<file path="src/rtl/uart_tx_core_if.sv">
// Byte-producer side of the UART transmitter.
// Producer (master) drives the byte, the enable and the frame configuration.
// The core (slave) returns the serial line, busy and the data-sent pulse.
interface uart_tx_core_if;
    logic       enable_i;     // start or continue frames while high
    logic [7:0] data_i;       // byte to send, sampled at frame start
    logic       parity_en_i;  // 1 = include a parity bit
    logic       parity_sel_i; // 1 = odd parity, 0 = even parity
    logic       stop_sel_i;   // 0 = one stop bit, 1 = two stop bits
    logic       data_o;       // serial line, idles high
    logic       busy_o;       // high while a frame is on the line
    logic       data_sent_o;  // one-cycle pulse when the last data bit finishes

    modport master (
        output enable_i, data_i, parity_en_i, parity_sel_i, stop_sel_i,
        input  data_o, busy_o, data_sent_o
    );

    modport slave (
        input  enable_i, data_i, parity_en_i, parity_sel_i, stop_sel_i,
        output data_o, busy_o, data_sent_o
    );
endinterface

</file>
<file path="src/rtl/uart_tx_core.sv">
// UART serializer: start bit, 8 data bits LSB first, optional parity, one or
// two stop bits. Each bit lasts DIV = p_clk_speed_hz / p_baud_rate clocks.
// Ports:
//   clk_i    system clock
//   rst_n_i  asynchronous active-low reset
//   bus      uart_tx_core_if.slave (enable/data/config in; line/busy/sent out)
module uart_tx_core #(
    parameter int unsigned p_clk_speed_hz = 50_000_000,
    parameter int unsigned p_baud_rate    = 115_200
) (
    input  logic            clk_i,
    input  logic            rst_n_i,
    uart_tx_core_if.slave   bus
);

    localparam int unsigned DIV   = p_clk_speed_hz / p_baud_rate;
    localparam int unsigned CNT_W = (DIV > 1) ? $clog2(DIV) : 1;
    localparam logic [CNT_W-1:0] BAUD_LAST = CNT_W'(DIV - 1);

    if (DIV < 2) begin : g_div_check
        $error("uart_tx_core: clock divider must be at least 2");
    end

    typedef enum logic [2:0] {
        S_IDLE,
        S_START,
        S_DATA,
        S_PARITY,
        S_STOP1,
        S_STOP2
    } state_t;

    state_t           state, state_n;
    logic [CNT_W-1:0] baud_cnt, baud_cnt_n;
    logic [2:0]       bit_cnt, bit_cnt_n;
    logic [7:0]       shift, shift_n;
    logic             par_en, par_en_n;
    logic             par_bit, par_bit_n;
    logic             two_stop, two_stop_n;
    logic             line, line_n;
    logic             busy, busy_n;
    logic             sent, sent_n;

    logic             baud_end;
    logic             frame_end;
    logic             load;

    // Next-state and next-output logic; outputs are registered below.
    always_comb begin
        state_n    = state;
        baud_cnt_n = baud_cnt;
        bit_cnt_n  = bit_cnt;
        shift_n    = shift;
        par_en_n   = par_en;
        par_bit_n  = par_bit;
        two_stop_n = two_stop;
        line_n     = line;
        busy_n     = busy;
        sent_n     = 1'b0;
        frame_end  = 1'b0;
        load       = 1'b0;

        baud_end   = (baud_cnt == BAUD_LAST);
        if (state != S_IDLE) begin
            baud_cnt_n = baud_end ? '0 : baud_cnt + CNT_W'(1);
        end

        case (state)
            S_IDLE: begin
                baud_cnt_n = '0;
                line_n     = 1'b1;
                busy_n     = 1'b0;
                load       = bus.enable_i;
            end
            S_START: begin
                if (baud_end) begin
                    state_n   = S_DATA;
                    line_n    = shift[0];
                    shift_n   = shift >> 1;
                    bit_cnt_n = '0;
                end
            end
            S_DATA: begin
                if (baud_end) begin
                    if (bit_cnt == 3'd7) begin
                        sent_n    = 1'b1;
                        bit_cnt_n = '0;
                        if (par_en) begin
                            state_n = S_PARITY;
                            line_n  = par_bit;
                        end else begin
                            state_n = S_STOP1;
                            line_n  = 1'b1;
                        end
                    end else begin
                        line_n    = shift[0];
                        shift_n   = shift >> 1;
                        bit_cnt_n = bit_cnt + 3'd1;
                    end
                end
            end
            S_PARITY: begin
                if (baud_end) begin
                    state_n = S_STOP1;
                    line_n  = 1'b1;
                end
            end
            S_STOP1: begin
                if (baud_end) begin
                    if (two_stop) begin
                        state_n = S_STOP2;
                        line_n  = 1'b1;
                    end else begin
                        frame_end = 1'b1;
                    end
                end
            end
            S_STOP2: begin
                frame_end = baud_end;
            end
            default: begin
                state_n = S_IDLE;
                line_n  = 1'b1;
                busy_n  = 1'b0;
            end
        endcase

        // Back-to-back frames skip IDLE so the line never shows a gap.
        if (frame_end) begin
            if (bus.enable_i) begin
                load = 1'b1;
            end else begin
                state_n    = S_IDLE;
                line_n     = 1'b1;
                busy_n     = 1'b0;
                baud_cnt_n = '0;
            end
        end

        // Frame-start latch: all inputs are captured only here.
        if (load) begin
            state_n    = S_START;
            shift_n    = bus.data_i;
            par_en_n   = bus.parity_en_i;
            par_bit_n  = bus.parity_sel_i ? ~^bus.data_i : ^bus.data_i;
            two_stop_n = bus.stop_sel_i;
            line_n     = 1'b0;
            busy_n     = 1'b1;
            baud_cnt_n = '0;
            bit_cnt_n  = '0;
        end
    end

    // State and registered outputs.
    always_ff @(posedge clk_i or negedge rst_n_i) begin
        if (!rst_n_i) begin
            state    <= S_IDLE;
            baud_cnt <= '0;
            bit_cnt  <= '0;
            shift    <= '0;
            par_en   <= 1'b0;
            par_bit  <= 1'b0;
            two_stop <= 1'b0;
            line     <= 1'b1;
            busy     <= 1'b0;
            sent     <= 1'b0;
        end else begin
            state    <= state_n;
            baud_cnt <= baud_cnt_n;
            bit_cnt  <= bit_cnt_n;
            shift    <= shift_n;
            par_en   <= par_en_n;
            par_bit  <= par_bit_n;
            two_stop <= two_stop_n;
            line     <= line_n;
            busy     <= busy_n;
            sent     <= sent_n;
        end
    end

    assign bus.data_o      = line;
    assign bus.busy_o      = busy;
    assign bus.data_sent_o = sent;

endmodule

</file>
<file path="src/flat_wrapper.sv">
// flat-port wrapper written by rule: the top's interface ports become plain ports
module uart_tx_core_flat 
#(
    parameter int unsigned p_clk_speed_hz = 50_000_000,
    parameter int unsigned p_baud_rate    = 115_200
)
  (clk_i, rst_n_i, bus_enable_i, bus_data_i, bus_parity_en_i, bus_parity_sel_i, bus_stop_sel_i, bus_data_o, bus_busy_o, bus_data_sent_o);
  uart_tx_core_if bus_i ();
  input  logic clk_i;
  input  logic rst_n_i;
  input wire logic [$bits(bus_i.enable_i)-1:0] bus_enable_i;
  input wire logic [$bits(bus_i.data_i)-1:0] bus_data_i;
  input wire logic [$bits(bus_i.parity_en_i)-1:0] bus_parity_en_i;
  input wire logic [$bits(bus_i.parity_sel_i)-1:0] bus_parity_sel_i;
  input wire logic [$bits(bus_i.stop_sel_i)-1:0] bus_stop_sel_i;
  output wire logic [$bits(bus_i.data_o)-1:0] bus_data_o;
  output wire logic [$bits(bus_i.busy_o)-1:0] bus_busy_o;
  output wire logic [$bits(bus_i.data_sent_o)-1:0] bus_data_sent_o;
  assign bus_i.enable_i = bus_enable_i;
  assign bus_i.data_i = bus_data_i;
  assign bus_i.parity_en_i = bus_parity_en_i;
  assign bus_i.parity_sel_i = bus_parity_sel_i;
  assign bus_i.stop_sel_i = bus_stop_sel_i;
  assign bus_data_o = bus_i.data_o;
  assign bus_busy_o = bus_i.busy_o;
  assign bus_data_sent_o = bus_i.data_sent_o;
  uart_tx_core #(.p_clk_speed_hz(p_clk_speed_hz), .p_baud_rate(p_baud_rate)) u_core (.clk_i(clk_i), .rst_n_i(rst_n_i), .bus(bus_i));
endmodule
</file>
<file path="config.mk">
export PLATFORM = sky130hd
export DESIGN_NAME = uart_tx_core_flat
export DESIGN_NICKNAME = d
export VERILOG_FILES = /design/src/rtl/uart_tx_core_if.sv /design/src/rtl/uart_tx_core.sv /design/src/flat_wrapper.sv
export SDC_FILE = /design/constraint.sdc
export NUM_CORES = 1
export LEC_CHECK = 0
export ABC_AREA = 0
export BUFFER_PORTS_ARGS = -buffer_cell sky130_fd_sc_hd__buf_2
export CAP_MARGIN = 15
export CORE_MARGIN = 5
export CORE_UTILIZATION = 60
export DETAILED_ROUTE_END_ITERATION = 8
export GPL_TIMING_DRIVEN = 0
export PLACE_DENSITY_LB_ADDON = 0.1
export SLEW_MARGIN = 20
export SYNTH_ARGS = -nofsm -noshare
export SYNTH_HDL_FRONTEND = slang
export SYNTH_SLANG_ARGS = --single-unit
</file>
<file path="constraint.sdc">
create_clock -name clk_i -period 3.5 [get_ports clk_i]
set_input_delay 1.05 -clock clk_i [delete_from_list [all_inputs] [get_ports clk_i]]
set_output_delay 1.05 -clock clk_i [all_outputs]
set_load 0.01 [all_outputs]
</file>
## Word-level counts from Yosys, hierarchy flattened

Index checks and enable logic that the tools add are counted.

- Memory bits (writable): 0
- Word-level logic and storage cells: 83
- Input port bits: 14
- Output and inout bits: 3
- Latch bits: 0
- Register bits: 29
- Bits in read-only memories: 0
- Memories: 0

- Reduce and logical (&&, ||, !) cells: 9
- Order comparisons: 0
- Equal/unequal tests: 10
- Multiplexer cells: 52
- Div/mod/pow operators: 0
- Bitwise logic cells: 0
- Multipliers: 0
- Add/subtract/negate cells: 2
- Shifts and indexed selects: 0

Operators by type and width:

| cell | number |
|---|---|
| $mux W9 | 6 |
| $mux W3 | 14 |
| $mux W8 | 4 |
| $mux W1 | 23 |
| $pmux W8 S2 | 1 |
| $pmux W3 S5 | 1 |
| $add A9 B1 Y9 const B | 1 |
| $eq A3 B3 Y1 const B | 3 |
| $eq A9 B9 Y1 const B | 1 |
| $reduce_xnor A8 Y1 | 1 |
| $reduce_xor A8 Y1 | 1 |
| $eq A3 B2 Y1 const B | 2 |
| $ne A3 B1 Y1 const B | 2 |
| $pmux W3 S2 | 1 |
| $reduce_bool A3 Y1 | 2 |
| $pmux W1 S5 | 1 |
| $reduce_or A5 Y1 | 1 |
| $reduce_and A4 Y1 | 1 |
| $add A3 B1 Y3 const B | 1 |
| $eq A3 B1 Y1 const B | 1 |
| $logic_not A3 Y1 | 1 |
| $ne A3 B2 Y1 const B | 1 |
| $reduce_and A3 Y1 | 1 |
| $pmux W1 S2 | 1 |
| $reduce_or A2 Y1 | 1 |

## Longest topological paths before layout

Gate-level depths: netlist (run 1).

- Depth in word-level cells: 7
- Mapped depth: 8
- Depth with buffers taken out: 7

## Least setup slack after synthesis (run 1)

No wires, ideal clock.

- Path type: input to register
- Start point: input port bus_data_i[1]
- End point: register u_core.par_bit
- Slack: 1543 ps
- Data arrival time: 1833 ps
- Setup time: 125 ps
- Stages: 5
- Required time: 3375 ps
- Buffers on the path: 0
- Cells stage by stage: xnor2_1 -> xnor2_1 -> xnor2_1 -> xnor2_1 -> mux2_2

- Longest elaborated chain between the ends: 2
- Elaborated cells between the ends (all ways): 3
- Classes of those cells: mux: 1; reduce/logical: 2

Ends and longest elaborated chain:

| item | line | source |
|---|---|---|
| start: declaration | flat_wrapper.sv:12 | `input wire logic [$bits(bus_i.data_i)-1:0] bus_data_i;` |
| $reduce_xor A8 Y1 or $reduce_xnor A8 Y1 (tied branches) | uart_tx_core.sv:145 | `par_bit_n = bus.parity_sel_i ? ~^bus.data_i : ^bus.data_i;` |
| $mux W1 * | uart_tx_core.sv:145 |  |
| end signal: assignment | uart_tx_core.sv:173 | `par_bit <= par_bit_n;` |
| end: declaration | uart_tx_core.sv:38 | `logic par_bit, par_bit_n;` |

Every way passes the cells marked *; elsewhere a longest branch is shown, timed or not.
A chain may end at the register's enable or synchronous reset.

## Worst setup path in the final report (run 1)

- Start point: register u_core.line (netlist: u_core.bus.data_o)
- End point: output port bus_data_o

RTL lines:

| item | line | source |
|---|---|---|
| start: declaration | uart_tx_core.sv:40 | `logic line, line_n;` |
| start signal: assignment | uart_tx_core.sv:175 | `line <= line_n;` |
| end: declaration | flat_wrapper.sv:16 | `output wire logic [$bits(bus_i.data_o)-1:0] bus_data_o;` |

No word-level cell between the ends.

==> results.toml, run 1 <==
[setup_path]
required_ns = 2.45
r2r_slack_ns = 1.57
arrival_ns = 1.01
start_kind = "flip-flop"
setup.worst_path.class = "flip-flop to output pin"
crit_fanout = 3
critical_path.cell_chain = "buf_2"
path_buf_inv = 1
max_stage_delay_ns = 0.56
crit_slowest_cell = "dfstp_2"
cpLargestDelayFamily = "flip-flops"
cp-end-kind = "output pin"

[floorplanning]
initial_core_util_pct = 63.0
core_um2 = 2480
pin_count = 17
die_height_um = 61.0
die_width_um = 61.0
dieArea_um2 = 3720
row_count = 18

[placement]
gp_congestion = 0.768
preCtsSetupSlack_ns = 1.36
detailed_place_hpwl_mm = 2.10
dpl_cell_area_um2 = 1680
portBuffers = 16

[timing]
fmax_mhz = 486
relSlewSlack_pct = 56.6
period_needed_ns = 2.06
worst_pin_slew_ns = 0.650
rsz0062_at_grt = "false"
finalHoldViolCount = 0
setup_viol = 0
timing.final.ws_setup_ns = 1.44
worst_clock_skew_ns = 0.00596
fin_tns_setup_ns = 0
drv_slew = 0
finalCritPeriodShare_pct = 58.7

[clocking]
ctsResizeCount = 0
cts.clk_slew.worst_paths_ns = 0.08
clock-sinks = 29
htreeDepth = 2
root_buffer = "clkbuf_4"
cts_buffer_depth = 2
cts_tree = "built"
cts_setup_buffers = 0
worstSkewPairLatency_ns = 0.33
hold_buffers = 0
cts_buffers = 5

[synth]
yosysSeqAreaShare_pct = 46.6
synth_commonest_cells = "dfrtp_1, nor2_1, nand2_1"
async_flop_share_pct = 100
yosys.area.top_type = "dfrtp_1"
synth_top_area_share_pct = 44.9
yosysMostFrequentCell = "dfrtp_1"
synth_nets = 176
synth_area_leaders = "dfrtp_1, nor2_1, xnor2_1, mux2i_1, o21ai_0"
synth_flop_cell = "dfrtp_1"
syn_area_um2 = 1560
yosysWarnings = 0
synth_edf_count = 0
synth_cells = 158
syn_avg_cell_area_um2 = 9.88
synth_cell_types = 39
ys_ff_latch = 29

[detailed_routing]
vias = 1213
drc_errors = 0
drt_iter0_drc = 30
avgViaCountPerCell = 5.75
dr.pass1.iters = 4
wl_mm = 2.83
ant_nets = 0
wl_per_cell_um = 13.4

[global_routing]
grt_pass1_wl_mm = 5.01
grt.overflow.total = 0
grt_max_degree = 30
grtUsageTotal_pct = 18.3
grt_pass1_vias = 1192
antenna_found_initial = 0

[run_status]
status = "completed"

[job]
maxCapViolCount = 0

[min_path]
hold_class = "flip-flop to flip-flop"

[finish]
antenna_cells = 0
drive_gt1_share_pct = 19.9
fill_cells = 200
final_nets = 199
postLayoutCoreUtil_pct = 70.0
areaGrowthSynthToFinish_pct = 11.1
fin_area_um2 = 1730

[power_and_ir_drop]
p_leak_uw = 0.000787
p_total_uw = 573
power.density_nw_per_um2 = 330
vdd.ir_drop.worst_v = 0.000260
[routing by layer]
layer	vias up	part of all wire (%)	global-route usage (%)
met3	6	5.5	5.03
met4	0	1.3	7.12
met2	27	47	31.0
met5	-	0	0
li1	605	-	-
met1	575	47	22.1
[metrics by stage]
stage,hold slack [ns],instances
after floorplan,0.453,158
after global placement,0.455,204
after detailed placement,0.461,204
after CTS,0.481,211
after global routing,0.515,211
final,0.477,211
[final cells by class]
| cell class | count | area (um^2) | area share [%] |
|---|---|---|---|
| well taps | 30 | 37.5 | 2.16 |
| inverters | 4 | 15.0 | 0.866 |
| repair buffers | 16 | 80.1 | 4.62 |
| plain buffers | 7 | 46.3 | 2.67 |
| multi-input cells | 118 | 773 | 44.6 |
| flip-flops and latches | 29 | 727 | 41.9 |
| clock buffers | 7 | 55.1 | 3.17 |
[registers in the layout, summed over array words and instances, names as in the netlist, 3 cells and up]
| register | cells |
|---|---|
| u_core.shift | 8 |
| u_core.state | 3 |
| u_core.bit_cnt | 3 |
| u_core.baud_cnt | 9 |
[cells by family after synthesis]
| kind of cell | synth area share (%) |
|---|---|
| xor gates and xnor gates | 7.85 |
| AOI/OAI and AO/OA | 14.6 |
| buffers and inverters | 3.93 |
| muxes | 5.93 |
| adders and majority gates | 3.21 |
| and+or+nand+nor | 17.9 |
| DFF | 46.6 |
[worst reg2reg max path, stage by stage, from the launching register on]
cell	delay (ns)
dfrtp_1	0.40
inv_1	0.06
ha_1	0.15
nand4b_1	0.16
nor4_4	0.38
buf_6	0.21
o21ai_0	0.15
a32oi_1	0.24
nor2_1	0.07
[final timing paths]
| path | start | cells after the start | to |
|---|---|---|---|
| setup / recovery | u_core.bus.data_o$_DFF_PN1_ | 1 | bus_data_o |
| hold / removal | u_core.bus.busy_o$_DFF_PN0_ | 1 | u_core.bus.busy_o$_DFF_PN0_ |
| setup reg to reg | u_core.baud_cnt[1]$_DFF_PN0_ | 8 | u_core.bit_cnt[1]$_DFFE_PN0P_ |
| hold reg to reg | u_core.bus.busy_o$_DFF_PN0_ | 1 | u_core.bus.busy_o$_DFF_PN0_ |
| max in group asynchronous | rst_n_i | 1 | u_core.par_en$_DFFE_PN0P_ |
| min in group asynchronous | rst_n_i | 1 | u_core.baud_cnt[7]$_DFF_PN0_ |
[cells in the final DEF (no fill, tap or decap), types with 2 or more instances in the layout]
cell      Yosys  layout
inv_1         4       4
nor2b_1       5       5
o221ai_1      2       2
xor2_1        5       5
xnor2_1       9       9
nor3_1        3       3
mux2_2        2       2
o21ai_0      13      13
clkbuf_4      0       5
buf_2         4      20
nor3b_1       2       2
a21oi_1       3       3
dfrtp_1      28      28
buf_4         2       2
ha_1          4       4
nand3_1       3       3
nand2b_1      2       2
nand2_1      17      17
nor2_1       21      21
mux2i_1       7       7
a32oi_1       3       3
[report_power, final]
group	internal [uW]	switching [uW]
registers	335	0
clock network	94.7	111
logic	15.9	17.1
total	445	128
Note: power is estimated with default switching activity, not from simulation.
==> inputs of run 2 (changes only) <==
--- a/config.mk
+++ b/config.mk
@@ -9,7 +9,7 @@
 export BUFFER_PORTS_ARGS = -buffer_cell sky130_fd_sc_hd__buf_2
 export CAP_MARGIN = 15
 export CORE_MARGIN = 5
-export CORE_UTILIZATION = 60
+export CORE_UTILIZATION = 57
 export DETAILED_ROUTE_END_ITERATION = 8
 export GPL_TIMING_DRIVEN = 0
 export PLACE_DENSITY_LB_ADDON = 0.1
==> constraint.sdc (replaced) <==
create_clock -name clk_i -period 2.1 [get_ports clk_i]
set_input_delay 0.63 -clock clk_i [delete_from_list [all_inputs] [get_ports clk_i]]
set_output_delay 0.63 -clock clk_i [all_outputs]
set_load 0.01 [all_outputs]
==> results.toml, run 2 (synthesis gave the netlist of run 1 again) <==
[finish]
fill_cells = 222
layout_commonest_cell = "dfrtp_1"
areaGrowthSynthToFinish_pct = 12.6
largest_reg_flops = 9
antenna_cells = 0
drive_gt1_share_pct = 21.3
mostFrequentLayoutCells = "dfrtp_1, nor2_1, buf_2"
reg_top3 = "u_core.baud_cnt x9, u_core.shift x8"
stdcell_count = 214
regMostFlops = "u_core.baud_cnt"
postLayoutCoreUtil_pct = 65.4
final_nets = 200

[clocking]
cts_buffer_depth = 2
clock-sinks = 29
worstSkewPairLatency_ns = 0.33
cts_tree = "built"
root_buffer = "clkbuf_4"
cts_buffers = 5
ctsResizeCount = 0
cts.clk_slew.worst_paths_ns = 0.09
htreeDepth = 2

[floorplanning]
dieArea_um2 = 3890
row_count = 19
initial_core_util_pct = 58.1
pin_count = 17
die_width_um = 62.3
die_height_um = 62.3
core_um2 = 2690

[detailed_routing]
avgViaCountPerCell = 5.51
ant_nets = 0
vias = 1179
drt_iter0_drc = 41
drc_errors = 0
wl_mm = 2.84
wl_per_cell_um = 13.3
dr.pass1.iters = 4

[run_status]
status = "completed"

[placement]
numPlacedInstances = 205
detailed_place_hpwl_mm = 2.01
portBuffers = 16
gp_congestion = 0.825

[timing]
relSlewSlack_pct = 58.6
drv_slew = 0
fmax_mhz = 518
setup_viol = 0
finalHoldViolCount = 0
worst_pin_slew_ns = 0.620
fin_tns_setup_ns = 0
worst_clock_skew_ns = 0.00250
period_needed_ns = 1.93
finalCritPeriodShare_pct = 92.0

[setup_path]
arrival_ns = 2.15
cp-end-kind = "flip-flop"
start_kind = "flip-flop"
r2r_slack_ns = 0.17
required_ns = 2.32
worstSetupStartpoint = "u_core.baud_cnt[1]$_DFF_PN0_"
r2r_start = "u_core.baud_cnt[1]$_DFF_PN0_"
critical_path.cell_chain = "inv_1 > ha_1 > nand4b_1 > nor4_4 > buf_4 > a22o_2 > mux2_2"
crit_fanout = 7
crit_slowest_cell = "dfrtp_1"
setup.worst_path.class = "flip-flop to flip-flop"
max_stage_delay_ns = 0.41

[min_path]
hold_class = "input pin to asynchronous set/reset pin"

[global_routing]
grt_max_degree = 30
grt_pass1_vias = 1189
grtUsageTotal_pct = 16.7
grt_pass1_wl_mm = 5.22
grt.overflow.total = 0
antenna_found_initial = 0

[power_and_ir_drop]
power.density_nw_per_um2 = 568
vdd.ir_drop.worst_v = 0.000590
p_total_uw = 998
p_leak_uw = 0.000804

[job]
maxCapViolCount = 0
## run 2: cell count changes in the layout (fill, tap and decap cells not counted), sizes merged
| cell | before | now |
|---|---|---|
| buf | 23 | 24 |
| clkinv | 0 | 1 |
## run 2: power by group
part           switching, uW  internal (uW)  total, uW
sequential                 0            558        558
clock                    192            194        386
combinational           27.7           26.5       54.2
total                    220            778        998
## run 2: path summary, 6_finish.rpt
path | end | cells after the start
min reg2reg | u_core.bus.busy_o$_DFF_PN0_ | 1
min | u_core.baud_cnt[8]$_DFF_PN0_ | 1
max in group asynchronous | u_core.shift[3]$_DFFE_PN0P_ | 1
max reg2reg | u_core.par_bit$_DFFE_PN0P_ | 7
max | u_core.par_bit$_DFFE_PN0P_ | 7
min in group clk_i | u_core.bus.busy_o$_DFF_PN0_ | 1
## run 2: metrics by stage
step / cell area [um^2] / hold WS (ns) / setup WS (ns)
floorplan: 1560 / 0.334 / 0.395
global placement: 1680 / 0.456 / 0.235
detailed placement: 1680 / 0.468 / 0.201
CTS: 1750 / 0.325 / 0.143
global route: 1760 / 0.356 / -0.00319
finish: 1760 / 0.305 / 0.168
## run 2: layout make-up
type / instances / area, um^2 / area share [%]
Multi-Input combinational cell: 118 / 773 / 44.0
Clock inverter: 1 / 5.00 / 0.285
Buffer: 7 / 46.3 / 2.63
Clock buffer: 7 / 65.1 / 3.70
Tap cell: 31 / 38.8 / 2.21
Timing Repair Buffer: 17 / 87.6 / 4.98
Inverter: 4 / 15.0 / 0.854
Sequential cell: 29 / 727 / 41.4
## run 2: what timing repair did
item | in CTS | in global routing
setup endpoints to repair | 0 | 2
hold buffers | 0 | 0
setup buffers | 0 | 1
## run 2: worst max-delay path: cells and delay by family, from the launching register on
family	cells	cell delay, ns
buffers and inverters	2	0.27
AO/OA/AOI/OAI	1	0.23
adder cells (fa/ha/maj)	1	0.14
multiplexers	1	0.35
flip-flops	1	0.41
AND/OR/NAND/NOR	2	0.44
## run 2: layer usage
layer | GRT usage, % | part of all wire [%] | vias to the layer above
li1 | - | - | 596
met1 | 20.7 | 46 | 549
met2 | 25.4 | 45 | 25
met3 | 6.67 | 5.4 | 9
met4 | 7.96 | 2.9 | 0
met5 | 0 | 0 | -
